**src/rtl/clks_alot_event_generator_pkg.sv**
```systemverilog
// Shared types for the clks_alot generation stage: clock/reset bundle, phase states, event record.
// Latency: n/a (types only). Backpressure: n/a.
package common_p;

    typedef struct packed {
        logic clk;
        logic rst_n;
    } clk_dom_s;

endpackage

package clks_alot_p;

    typedef enum logic [1:0] {
        IDLE = 2'd0,
        HIGH = 2'd1,
        LOW  = 2'd2
    } phase_state_e;

    // Field order is part of the interface: {clk, rising, falling, any}.
    typedef struct packed {
        logic clk;
        logic rising;
        logic falling;
        logic any;
    } generated_events_s;

endpackage

```
**src/rtl/clks_alot_gen_channel.sv**
```systemverilog
// One generator channel: HIGH/LOW phase FSM with shadowed lengths, lead compare and resync handling.
// Latency: 1 cycle from any input to registered outputs. Backpressure: none, free-running.
module clks_alot_gen_channel
    import clks_alot_p::*;
#(
    parameter int RATE_W = 16,
    parameter int LEAD_W = 8
) (
    input  logic              clk_i,
    input  logic              rst_n_i,
    input  logic              en_i,
    input  logic [RATE_W-1:0] rate_high_i,
    input  logic [RATE_W-1:0] rate_low_i,
    input  logic [LEAD_W-1:0] lead_i,
    input  logic              resync_i,
    output generated_events_s exp_o,
    output generated_events_s pre_o,
    output logic              slip_o,
    output logic              clamped_o
);

    function automatic logic [RATE_W-1:0] phase_len(input logic [RATE_W-1:0] rate);
        return (rate == '0) ? RATE_W'(1) : rate;
    endfunction

    phase_state_e      state_q, state_d;
    logic [RATE_W-1:0] count_q, count_d;
    logic [RATE_W-1:0] len_q, len_d;
    logic              pre_clk_q, pre_clk_d;
    logic              rise_d, fall_d, slip_d;
    logic              pre_rise_d, pre_fall_d, clamp_d;
    logic [RATE_W-1:0] lead_ext, last_idx, eff_lead;
    generated_events_s exp_q, exp_d, pre_q, pre_d;
    logic              slip_q, clamp_q;

    always_comb begin
        state_d = state_q;
        count_d = count_q;
        len_d   = len_q;
        rise_d  = 1'b0;
        fall_d  = 1'b0;
        slip_d  = 1'b0;

        if (!en_i) begin
            state_d = IDLE;
            count_d = '0;
        end else if (state_q == IDLE || resync_i) begin
            state_d = HIGH;
            len_d   = phase_len(rate_high_i);
            count_d = len_d - RATE_W'(1);
            rise_d  = 1'b1;
            // A resync landing exactly on the natural rising edge is a no-op on phase.
            if (state_q != IDLE && !(state_q == LOW && count_q == '0)) begin
                slip_d = 1'b1;
                fall_d = (state_q == HIGH);
            end
        end else if (count_q == '0) begin
            if (state_q == HIGH) begin
                state_d = LOW;
                len_d   = phase_len(rate_low_i);
                fall_d  = 1'b1;
            end else begin
                state_d = HIGH;
                len_d   = phase_len(rate_high_i);
                rise_d  = 1'b1;
            end
            count_d = len_d - RATE_W'(1);
        end else begin
            count_d = count_q - RATE_W'(1);
        end
    end

    // Preemptive events are evaluated against the phase being entered, so a
    // resync naturally discards anything pending from the aborted phase.
    always_comb begin
        lead_ext   = RATE_W'(lead_i);
        last_idx   = len_d - RATE_W'(1);
        eff_lead   = (lead_ext > last_idx) ? last_idx : lead_ext;
        clamp_d    = (state_d != IDLE) && (lead_ext >= last_idx);
        pre_rise_d = (state_d == LOW)  && (count_d == eff_lead);
        pre_fall_d = (state_d == HIGH) && (count_d == eff_lead);

        pre_clk_d = pre_clk_q;
        if (state_d == IDLE)  pre_clk_d = 1'b0;
        else if (pre_rise_d)  pre_clk_d = 1'b1;
        else if (pre_fall_d)  pre_clk_d = 1'b0;

        exp_d = '{clk: (state_d == HIGH), rising: rise_d, falling: fall_d, any: rise_d | fall_d};
        pre_d = '{clk: pre_clk_d, rising: pre_rise_d, falling: pre_fall_d, any: pre_rise_d | pre_fall_d};
    end

    always_ff @(posedge clk_i or negedge rst_n_i) begin
        if (!rst_n_i) begin
            state_q   <= IDLE;
            count_q   <= '0;
            len_q     <= '0;
            pre_clk_q <= 1'b0;
            exp_q     <= '0;
            pre_q     <= '0;
            slip_q    <= 1'b0;
            clamp_q   <= 1'b0;
        end else begin
            state_q   <= state_d;
            count_q   <= count_d;
            len_q     <= len_d;
            pre_clk_q <= pre_clk_d;
            exp_q     <= exp_d;
            pre_q     <= pre_d;
            slip_q    <= slip_d;
            clamp_q   <= clamp_d;
        end
    end

    assign exp_o     = exp_q;
    assign pre_o     = pre_q;
    assign slip_o    = slip_q;
    assign clamped_o = clamp_q;

endmodule

```
**src/rtl/clks_alot_event_generator.sv**
```systemverilog
// Multi-channel clock-event generator: independent channels, each synthesising a clock plus lead events.
// Latency: 1 cycle from any input. Backpressure: none, outputs are free-running pulses/levels.
module clks_alot_event_generator
    import clks_alot_p::*;
#(
    parameter int CHANNELS = 4,
    parameter int RATE_W   = 16,
    parameter int LEAD_W   = 8
) (
    input  common_p::clk_dom_s                  sys_dom_i,
    input  logic [CHANNELS-1:0]                 chan_en_i,
    input  logic [CHANNELS-1:0][RATE_W-1:0]     rate_high_i,
    input  logic [CHANNELS-1:0][RATE_W-1:0]     rate_low_i,
    input  logic [CHANNELS-1:0][LEAD_W-1:0]     lead_i,
    input  logic [CHANNELS-1:0]                 resync_i,
    output generated_events_s [CHANNELS-1:0]    expected_clks_o,
    output generated_events_s [CHANNELS-1:0]    preemptive_clks_o,
    output logic [CHANNELS-1:0]                 resync_slip_o,
    output logic [CHANNELS-1:0]                 lead_clamped_o
);

    logic sys_clk;
    logic sys_rst_n;

    assign sys_clk   = sys_dom_i.clk;
    assign sys_rst_n = sys_dom_i.rst_n;

    for (genvar ch = 0; ch < CHANNELS; ch++) begin : g_chan
        clks_alot_gen_channel #(
            .RATE_W (RATE_W),
            .LEAD_W (LEAD_W)
        ) u_chan (
            .clk_i       (sys_clk),
            .rst_n_i     (sys_rst_n),
            .en_i        (chan_en_i[ch]),
            .rate_high_i (rate_high_i[ch]),
            .rate_low_i  (rate_low_i[ch]),
            .lead_i      (lead_i[ch]),
            .resync_i    (resync_i[ch]),
            .exp_o       (expected_clks_o[ch]),
            .pre_o       (preemptive_clks_o[ch]),
            .slip_o      (resync_slip_o[ch]),
            .clamped_o   (lead_clamped_o[ch])
        );
    end

endmodule

```
**config.mk**
```make
export PLATFORM = sky130hd
export DESIGN_NAME = clks_alot_event_generator
export DESIGN_NICKNAME = d
export VERILOG_FILES = /design/src/rtl/clks_alot_event_generator_pkg.sv /design/src/rtl/clks_alot_gen_channel.sv /design/src/rtl/clks_alot_event_generator.sv
export SDC_FILE = /design/constraint.sdc
export NUM_CORES = 1
export LEC_CHECK = 0
export ABC_CLOCK_PERIOD_IN_PS = 14100
export CAP_MARGIN = 20
export CORE_MARGIN = 4
export CORE_UTILIZATION = 30
export CTS_BUF_LIST = sky130_fd_sc_hd__clkbuf_8 sky130_fd_sc_hd__clkbuf_16
export DETAILED_ROUTE_END_ITERATION = 8
export PLACE_DENSITY = 0.59
export SKIP_CTS_REPAIR_TIMING = 1
export SYNTH_ARGS = -nofsm -noshare
export SYNTH_HDL_FRONTEND = slang
export SYNTH_SLANG_ARGS = --single-unit
export TNS_END_PERCENT = 30
```
**constraint.sdc**
```tcl
create_clock -name sys_dom_i -period 14.1 [get_ports sys_dom_i]
set_input_delay 1.41 -clock sys_dom_i [delete_from_list [all_inputs] [get_ports sys_dom_i]]
set_output_delay 1.41 -clock sys_dom_i [all_outputs]
set_load 0.01 [all_outputs]
```
==> flow_summary.json, run 1 <==
{
  "skew_ps": 12.8,
  "row_count": 76,
  "critical_path.cell_chain": "clkdlybuf4s50_1, buf_4, nor2b_1, o21ai_0, a2111oi_0, a2111oi_0, buf_1, nor3_2, or3b_2, a32o_1, inv_1, ha_1, nand4_1, o21ai_0, or3b_1, nor4_4, mux2i_1, xnor2_1, nand4_1, nor3_1",
  "firstDrtPassIters": 6,
  "drv_slew": 0,
  "ant_nets": 0,
  "fillers": 4379,
  "die_h_um": 217,
  "hold_class": "clk -> async",
  "pin_count": 210,
  "gp_congestion": 0.945,
  "diodes": 0,
  "maxCapViolations": 0,
  "criticalPathCategory": "in -> reg",
  "worstReg2RegEnd": "g_chan[1].u_chan.pre_o[0]$_DFF_PN0_",
  "die_width_um": 217,
  "final-hold-violation-count": 176,
  "p_leak_nw": 7.01,
  "cp.arrival_ps": 7170,
  "dp_hpwl_mm": 38.2,
  "fin_crit_sh_pct": 48.1,
  "drive_gt1_share_pct": 7.87,
  "rsz0062_at_grt": "false",
  "fin_setup_tns_ps": 0,
  "routed_wirelength_mm": 50.8,
  "cp.depth": 20,
  "io_buffers": 208,
  "cts_tree": "done",
  "fmax_ghz": 0.147,
  "yosysWarnings": 0,
  "viasPerCell": 5.75,
  "endpoint_kind": "flop",
  "synth_nets": 1736,
  "setup-violations-final": 0,
  "ir_worst_vdd_mv": 0.0693,
  "clk_latency_ps": 490,
  "path_buf_inv": 4,
  "cp.required_ps": 14490,
  "synth-seq-area-share_pct": 33.5,
  "critical_path.slowest_cell": "nor3_2",
  "antenna_found_initial": 0,
  "r2r-start": "g_chan[1].u_chan.count_q[5]$_DFF_PN0_",
  "rrSetupSlack_ps": 7710,
  "synth_cells": 1526,
  "grt_usage_pct": 22.0,
  "crit_family": "simple AND/OR/NAND/NOR gates",
  "critPathMaxFanout": 31,
  "fp.dieArea_mm2": 0.0472,
  "clk_pin_slew_worst_paths_ps": 70,
  "hold-worst-slack_ps": -329,
  "syn_avg_cell_area_um2": 8.61,
  "drc": 0,
  "wl_per_cell_um": 21.8,
  "worstSetupStartpoint": "chan_en_i[1]",
  "ff_latch_area_mm2": 0.00440,
  "core_area_mm2": 0.0432,
  "async_reset_ff_share_pct": 100,
  "first_global_vias": 14000,
  "synth_area_mm2": 0.0131,
  "critPathLaunchType": "primary input",
  "overflow": 0,
  "powerDensity_mw_per_mm2": 125,
  "crit_path_max_incr_delay_ps": 490,
  "area_growth_pct": 28.9,
  "fin_nets": 1925,
  "synth_cell_type_count": 100,
  "outcome": "finished, violations left",
  "multi_input_area_mm2": 0.00804,
  "setup.worst_path.end": "g_chan[1].u_chan.pre_o[0]$_DFF_PN0_",
  "ys_ff_latch": 176,
  "initial_utilization_pct": 30.4,
  "power_mw": 2.11,
  "tightest_slew_ps": 932,
  "grt_max_degree": 43,
  "drtIter0Drc": 1423,
  "synth_edf_count": 0,
  "relSlewSlack_pct": 37.3,
  "ys.flop_type": "dfrtp_1",
  "fin_crit_ps": 6790,
  "vias": 13400,
  "violations": "negative hold slack",
  "grt_pass1_wl_mm": 78.6,
  "rr_worst_depth": 19
}
-- state kept, by name (all words and copies together), names as in the netlist --
signal	flops
g_chan.u_chan.count_q	64
g_chan.u_chan.exp_o	16
g_chan.u_chan.clamped_o	4
g_chan.u_chan.state_q	8
g_chan.u_chan.pre_clk_q	4
g_chan.u_chan.slip_o	4
g_chan.u_chan.pre_o	12
g_chan.u_chan.len_q	64
-- cell usage after synthesis, types with 9 or more instances --
cell type,n,area share (%)
and3_1,26,1.2
xnor2_1,55,3.7
nor4_1,45,2.1
mux2_2,9,0.77
and2_1,29,1.4
nand4_1,30,1.4
nor2_1,132,3.8
o21ai_0,55,2.1
a221o_1,9,0.69
nand2_1,127,3.6
nor3_1,48,1.8
or3_1,11,0.52
and4_1,11,0.73
nor4_4,9,1.5
buf_4,16,0.91
a222oi_1,10,0.76
clkbuf_1,46,1.3
nor2b_1,13,0.62
dfrtp_1,176,34
a22oi_1,16,0.91
mux2i_1,14,1.1
o2bb2ai_1,9,0.60
inv_1,82,2.3
a211oi_1,9,0.51
o211ai_1,9,0.51
a2bb2oi_1,23,1.5
a21o_1,17,0.97
ha_1,40,3.8
a22o_1,23,1.5
a31oi_1,33,1.6
nand3_1,43,1.6
o22ai_1,21,1.0
xor2_1,46,3.1
a21oi_1,69,2.6
nand2b_1,18,0.86
-- worst min-delay path by stage --
stage | slack (ps) | to | from
4_1_cts | -330 | g_chan[0].u_chan.len_q[9]$_DFF_PN0_ | sys_dom_i[0]
3_3_place_gp | -300 | g_chan[0].u_chan.clamped_o$_DFF_PN0_ | sys_dom_i[0]
6_report | -330 | g_chan[3].u_chan.count_q[0]$_DFF_PN0_ | sys_dom_i[0]
5_1_grt | -330 | g_chan[3].u_chan.clamped_o$_DFF_PN0_ | sys_dom_i[0]
2_1_floorplan | -300 | g_chan[0].u_chan.clamped_o$_DFF_PN0_ | sys_dom_i[0]
3_5_place_dp | -300 | g_chan[0].u_chan.clamped_o$_DFF_PN0_ | sys_dom_i[0]
-- final cells by class --
cell class	count	share of cell area (%)
Sequential cell	176	26.0
Tap cell	585	4.32
Clock inverter	28	2.05
Multi-Input combinational cell	1189	47.5
Timing Repair Buffer	231	13.3
Clock buffer	34	5.02
Inverter	83	1.84
-- metal layers --
| metal | share of wire [%] | global-route usage, % | vias up |
|---|---|---|---|
| met3 | 8.6 | 9.49 | 130 |
| met2 | 45 | 32.0 | 707 |
| met1 | 43 | 26.6 | 6402 |
| met5 | 0 | 0 | - |
| met4 | 3.8 | 13.9 | 0 |
| li1 | - | - | 6127 |
-- per-stage QoR --
stage               instances  worst slack (ps)  hold slack (ps)  utilization [%]  cell area [µm²]
floorplan                1526              8230             -296                -            13100
global placement         2263              6870             -296             36.4            15700
detailed placement       2264              6840             -296             36.5            15700
CTS                      2326              7390             -328             39.2            16900
global route             2326              6960             -325             39.2            16900
finish                   2326              7310             -329             39.2            16900
-- power by group --
group	internal, mW	switching, mW	leakage (nW)
Clock	0.559	0.514	0.575
Sequential	0.523	0.0331	2.23
Combinational	0.205	0.280	4.20
Total	1.29	0.826	7.01
-- cell families (layout without fill, tap and decap cells) --
family	Yosys count	after routing	share of synthesized area, %
and+or+nand+nor	600	600	25.1
AOI/OAI and AO/OA	425	425	23.7
DFF	176	176	33.5
buffers and inverters	161	376	5.30
xor gates and xnor gates	101	101	6.73
adders and majority gates	40	40	3.81
muxes	23	23	1.84
-- layout by cell type, fill, tap and decap left out, types with 18 or more instances in the layout --
master / Yosys / layout
clkbuf_16: 0 / 34
o22ai_1: 21 / 21
buf_4: 16 / 22
a22o_1: 23 / 23
and2_1: 29 / 29
nand3_1: 43 / 43
nor3_1: 48 / 48
xnor2_1: 55 / 55
nand2b_1: 18 / 18
dfrtp_1: 176 / 176
nand2_1: 127 / 127
inv_1: 82 / 82
a21oi_1: 69 / 69
o21ai_0: 55 / 55
nor4_1: 45 / 45
xor2_1: 46 / 46
a2bb2oi_1: 23 / 23
nor2_1: 132 / 132
nand4_1: 30 / 30
a31oi_1: 33 / 33
and3_1: 26 / 26
ha_1: 40 / 40
clkdlybuf4s50_1: 0 / 208
Power figures use the tool's default switching activity.
==> inputs of run 2 (changes only) <==
- ABC_CLOCK_PERIOD_IN_PS: 14100 -> 6100
- PLACE_DENSITY: 0.59 -> 0.61
- clock period: 14.1 -> 6.1 ns (I/O delays scaled with it)
==> run 2 against run 1 <==
Setup slack worse by 6900 ps. The flow still finishes with violations (negative hold slack). Total power increased by 140%. Non-clock buffer count up 47. Worst hold slack worse by 7.8 ps. First-iteration DRC count decreased by 12%. Global-route usage rose by 0.23 points. Register-to-register slack worse by 7300 ps.
==> flow_summary.json, run 2 (synthesis results as in run 1) <==
{
  "fin_crit_sh_pct": 93.3,
  "relSlewSlack_pct": 41.3,
  "clkPwrFrac_pct": 51.1,
  "fin_nets": 1972,
  "routed_wirelength_mm": 51.5,
  "first_global_vias": 14200,
  "fp.dieArea_mm2": 0.0472,
  "wl_met1_mm": 22.0,
  "p_comb_share_pct": 23.1,
  "grt_pass1_wl_mm": 79.7,
  "dr_wl_met2_mm": 23.6,
  "criticalPathCategory": "reg -> reg",
  "die_width_um": 217,
  "area_growth_pct": 32.0,
  "vias": 13700,
  "critical_path.slowest_cell": "nor4b_1",
  "switching_share_pct": 38.2,
  "multi_input_area_mm2": 0.00804,
  "layout_commonest_cell": "clkdlybuf4s50_1",
  "io_buffers": 208,
  "critPathLaunchType": "flop",
  "tightest_slew_ps": 869,
  "crit_path_max_incr_delay_ps": 780,
  "wl_per_cell_um": 21.7,
  "mostFrequentLayoutCells": "208 x clkdlybuf4s50_1, 176 x dfrtp_1, 132 x nor2_1",
  "core_area_mm2": 0.0432,
  "critPathMaxFanout": 11,
  "firstDrtPassIters": 5,
  "grt_max_degree": 28,
  "cp_common_cell": "ha_1",
  "drive_gt1_share_pct": 10.3,
  "violations": "negative hold slack",
  "p_int_mw": 3.09,
  "critical_path.cell_chain": "nor4_1, nand4_1, nor3_1, buf_4, a22oi_1, o21a_1, ha_1, o31ai_1, nor2_1, xnor2_1, ha_1, a21o_1, a21oi_1, o21ai_0, nor2b_1, nand3_1, mux2i_1, xor2_1, nor4b_1, a311o_1",
  "clk_pin_slew_worst_paths_ps": 70,
  "pin_count": 210,
  "diodes": 0,
  "antenna_found_initial": 0,
  "cp.arrival_ps": 6110,
  "fin_area_mm2": 0.0173,
  "dr_wl_met3_mm": 4.37,
  "setup-violations-final": 0,
  "ant_nets": 0,
  "ff_latch_area_mm2": 0.00440,
  "postPlaceCellArea_mm2": 0.0161,
  "drtIter0Drc": 1257,
  "drc": 0,
  "power_mw": 4.99,
  "initial_utilization_pct": 30.4,
  "clk_latency_ps": 490,
  "outcome": "finished, violations left",
  "ir_worst_vdd_mv": 0.153,
  "dp_hpwl_mm": 39.6,
  "cp.required_ps": 6520,
  "fillers": 4365,
  "gp_congestion": 0.960,
  "highest_layer": "met4",
  "fin_setup_tns_ps": 0,
  "row_count": 76,
  "grt_usage_pct": 22.2,
  "endpoint_kind": "flop",
  "hold-worst-slack_ps": -337,
  "final-hold-violation-count": 176,
  "rsz0062_at_grt": "false",
  "drv_slew": 0,
  "hold_class": "clk -> async",
  "skew_ps": 7.36,
  "fmax_ghz": 0.176,
  "maxCapViolations": 0,
  "cts_tree": "done",
  "viasPerCell": 5.77,
  "p_sw_mw": 1.91,
  "p_leak_nw": 7.25,
  "overflow": 0,
  "seq_power_share_pct": 25.8,
  "powerDensity_mw_per_mm2": 288,
  "fin_crit_ps": 5690,
  "die_h_um": 217
}
## run 2: changes by cell type in the layout (fill, tap and decap cells not counted), sizes merged
cell,delta
buf,+47
bufinv,+2
clkbuf,+1
clkinv,-1
clkinvlp,+4
inv,-5
## run 2: through the flow
stage	cells	hold slack [ps]	util [%]	setup slack (ps)
final	2374	-337	40.2	410
after global routing	2374	-343	40.2	30.7
after CTS	2374	-329	40.2	471
after detailed placement	2311	-296	37.3	107
after global placement	2311	-296	37.3	22.1
after floorplan	1526	-296	-	1030
## run 2: power groups by stage
stage | Combinational, mW | Sequential [mW] | Clock, mW
after CTS | 1.14 | 1.29 | 2.71
after global routing | 1.26 | 1.29 | 2.80
after floorplan | 0.706 | 1.30 | 0
after global placement | 1.12 | 1.31 | 0
after detailed placement | 1.13 | 1.31 | 0
final | 1.15 | 1.29 | 2.55
## run 2: path summary, 6_finish.rpt
kind | slack [ps] | startpoint | end | depth (start not counted)
setup / recovery | 410 | g_chan[3].u_chan.count_q[13]$_DFF_PN0_ | g_chan[3].u_chan.pre_clk_q$_DFFE_PN0P_ | 20
max in group asynchronous | 6310 | sys_dom_i[0] | g_chan[3].u_chan.count_q[3]$_DFF_PN0_ | 2
setup reg to reg | 410 | g_chan[3].u_chan.count_q[13]$_DFF_PN0_ | g_chan[3].u_chan.pre_clk_q$_DFFE_PN0P_ | 20
min in group sys_dom_i | 520 | g_chan[0].u_chan.len_q[15]$_DFF_PN0_ | g_chan[0].u_chan.len_q[15]$_DFF_PN0_ | 2
hold reg to reg | 520 | g_chan[0].u_chan.len_q[15]$_DFF_PN0_ | g_chan[0].u_chan.len_q[15]$_DFF_PN0_ | 2
hold / removal | -340 | sys_dom_i[0] | g_chan[1].u_chan.count_q[1]$_DFF_PN0_ | 2
## run 2: per-layer routing
| metal | up-vias | GRT usage, % |
|---|---|---|
| met3 | 98 | 9.05 |
| li1 | 6226 | - |
| met1 | 6678 | 27.3 |
| met5 | - | 0 |
| met2 | 693 | 32.8 |
| met4 | 0 | 13.0 |
## run 2: layout make-up
class | instances | share of cell area (%)
clock buffers | 35 | 4.99
clock inverters | 28 | 2.19
inverters | 83 | 1.80
multi-input cells | 1189 | 46.4
flip-flops and latches | 176 | 25.4
well taps | 585 | 4.22
repair buffers | 278 | 15.0
## run 2: critical path: cells and delay by family, from the launching register on
| kind | cells | cell delay [ps] |
|---|---|---|
| and+or+nand+nor | 7 | 2640 |
| AOI/OAI and AO/OA | 7 | 1170 |
| adders and majority gates | 2 | 540 |
| buffers and inverters | 1 | 240 |
| xor gates and xnor gates | 2 | 410 |
| muxes | 1 | 260 |
| DFF | 1 | 370 |
==> RTL edit: new RTL, config.mk and constraints of run 2 <==
`RATE_W` is set to 16 in 2 places; all go to 20.
--- a/src/rtl/clks_alot_gen_channel.sv
+++ b/src/rtl/clks_alot_gen_channel.sv
@@ -3,7 +3,7 @@
 module clks_alot_gen_channel
     import clks_alot_p::*;
 #(
-    parameter int RATE_W = 16,
+    parameter int RATE_W = 20,
     parameter int LEAD_W = 8
 ) (
     input  logic              clk_i,
--- a/src/rtl/clks_alot_event_generator.sv
+++ b/src/rtl/clks_alot_event_generator.sv
@@ -4,7 +4,7 @@
     import clks_alot_p::*;
 #(
     parameter int CHANNELS = 4,
-    parameter int RATE_W   = 16,
+    parameter int RATE_W   = 20,
     parameter int LEAD_W   = 8
 ) (
     input  common_p::clk_dom_s                  sys_dom_i,
Ports: changed (resized rate_high_i and rate_low_i); port bits go from 210 to 242. The function was not compared with the original's and may differ.
==> RTL edit against run 2 <==
- the flow still finishes with violations (negative hold slack)
- area after synthesis rose by 17%
- worst setup slack got worse by 160 ps
- clock power grew 64%
- sequential cell count up 32
- total power rose by 39%
- routed wire length rose by 22%
- final area grew 20%
- largest power group unchanged
- largest cell class unchanged
- global-route usage increased by 0.17 points
- non-clock buffer count rose by 25
- synthesized cell count increased by 18%
==> RTL edit: results (changes against run 2) <==
status=complete, but fails checks (unchanged); failing checks=negative hold slack (unchanged); Worst Path Arrival=6290 ps (was 6110 ps); Net count, final=2311 (was 1972); number of global-route vias before repair=17100 (was 14200); P_leak=8.59 nW (was 7.25 nW); # fillers=5020 (was 4365); Iteration-0 DRC Markers=1843 (was 1257); gr usage total=22.4% (was 22.2%); DR pass1 iterations=5 (unchanged); slew margin rel.=37.5% (was 41.3%); XOR/XNOR share of the synthesized area=5.76% (was 6.73%); share of layout cells above drive strength 1=11.6% (was 10.3%); worst slack at placement=135 ps (was 107 ps); hold slack=-360 ps (was -337 ps); adder-cell share of the synthesized area=3.10% (was 3.81%); Avg WL per Cell=22.5 um (was 21.7 um); Distinct cells, synth=102 (was 100); Synth area leaders=dfrtp_1 34%, nand2_1 4.3%, nor2_1 3.9% (was dfrtp_1 34%, ha_1 3.8%, nor2_1 3.8%); IO Port Bufs=240 (was 208); peak supply drop=0.192 mV (was 0.153 mV); clk_lat worst skew=570 ps (was 490 ps); register area share after synthesis=34.0% (was 33.5%); Synth Area in Compound Gates=26.1% (was 23.7%); share of flip-flops with an asynchronous set or reset=100% (unchanged); Clock Skew=15.9 ps (was 7.36 ps); syn_nets=2034 (was 1736); worst-path maximum fanout=10 (was 11); largest net degree at the start of global routing=31 (was 28); synth cell count leaders=208 x dfrtp_1, 177 x nand2_1, 159 x nor2_1 (was 176 x dfrtp_1, 132 x nor2_1, 127 x nand2_1); first-pass GRT wire length=95700 um (was 79700 um); final hold violations=208 (was 176); HPWL Detailed=46800 um (was 39600 um)
## RTL edit: cell types whose count changed in the layout (fill, tap and decap cells not counted), sizes merged, moves of 21 or more
cell,before,now
nor2,133,165
nand2,127,178
a41oi,5,32
dfrtp,176,208
a22oi,16,47
clkdlybuf4s50,208,240
inv,83,104
a21oi,69,90
clkbuf,35,70
## RTL edit: cell families (layout without fill, tap and decap cells)
logic type	after synthesis	count (layout)
and+or+nand+nor	719	719
AOI/OAI and AO/OA	534	534
DFF	208	208
buffers and inverters	186	511
xor gates and xnor gates	99	99
adders and majority gates	38	38
muxes	10	10
other	0	1
## RTL edit: cell type report
type | instances | share of cell area [%]
clock inverter | 42 | 2.74
inverter | 96 | 1.73
clock buffer | 70 | 8.17
tap | 672 | 4.03
timing repair buffer | 303 | 13.8
sequential | 208 | 24.9
antenna | 1 | 0.0120
multi-input combinational | 1400 | 44.6
## RTL edit: worst paths after layout
path | startpoint | endpoint | slack [ps] | cells past startpoint
setup / recovery | g_chan[3].u_chan.count_q[12] | g_chan[3].u_chan.pre_clk_q | 250 | 21
hold / removal | sys_dom_i[0] | g_chan[1].u_chan.len_q[14] | -360 | 3
setup reg to reg | g_chan[3].u_chan.count_q[12] | g_chan[3].u_chan.pre_clk_q | 250 | 21
hold reg to reg | g_chan[1].u_chan.len_q[19] | g_chan[1].u_chan.len_q[19] | 470 | 2
max in group asynchronous | sys_dom_i[0] | g_chan[1].u_chan.pre_o[0] | 6340 | 3
min in group sys_dom_i | g_chan[1].u_chan.len_q[19] | g_chan[1].u_chan.len_q[19] | 470 | 2
## RTL edit: per-layer routing
layer / track usage [%] / share of wire (%)
met4: 12.8 / 4.3
met5: 0 / 0.019
met3: 8.24 / 9.5
met1: 27.7 / 41
met2: 33.6 / 45
## RTL edit: critical path, cell delays in order, from the launching register on
cell and delay, ps:
dfrtp_1 460, nor4_2 520, nand3_2 420, o41ai_2 700
nand2_1 140, o211a_2 200, ha_1 340, ha_1 310
nor2b_1 140, o21a_1 170, o21a_1 160, o21a_1 160
o21a_1 160, o21a_1 170, o31ai_1 390, inv_1 140
nor4_1 290, a21oi_1 80, nor4b_2 220, o211ai_1 240
o211ai_1 240, o21ai_1 80
## RTL edit: power breakdown
group / leakage (nW) / switching, mW / internal [mW] / total (mW)
clock network: 1.12 / 1.62 / 2.57 / 4.19
registers: 2.64 / 0.0680 / 1.43 / 1.50
logic: 4.83 / 0.743 / 0.520 / 1.26
## RTL edit: per-stage QoR
step | std cells | instance area [sq um] | hold WS (ps)
finish | 2792 | 20900 | -360
global route | 2791 | 20900 | -368
CTS | 2791 | 20900 | -364
detailed placement | 2679 | 18600 | -296
global placement | 2679 | 18600 | -296
floorplan | 1794 | 15300 | -296
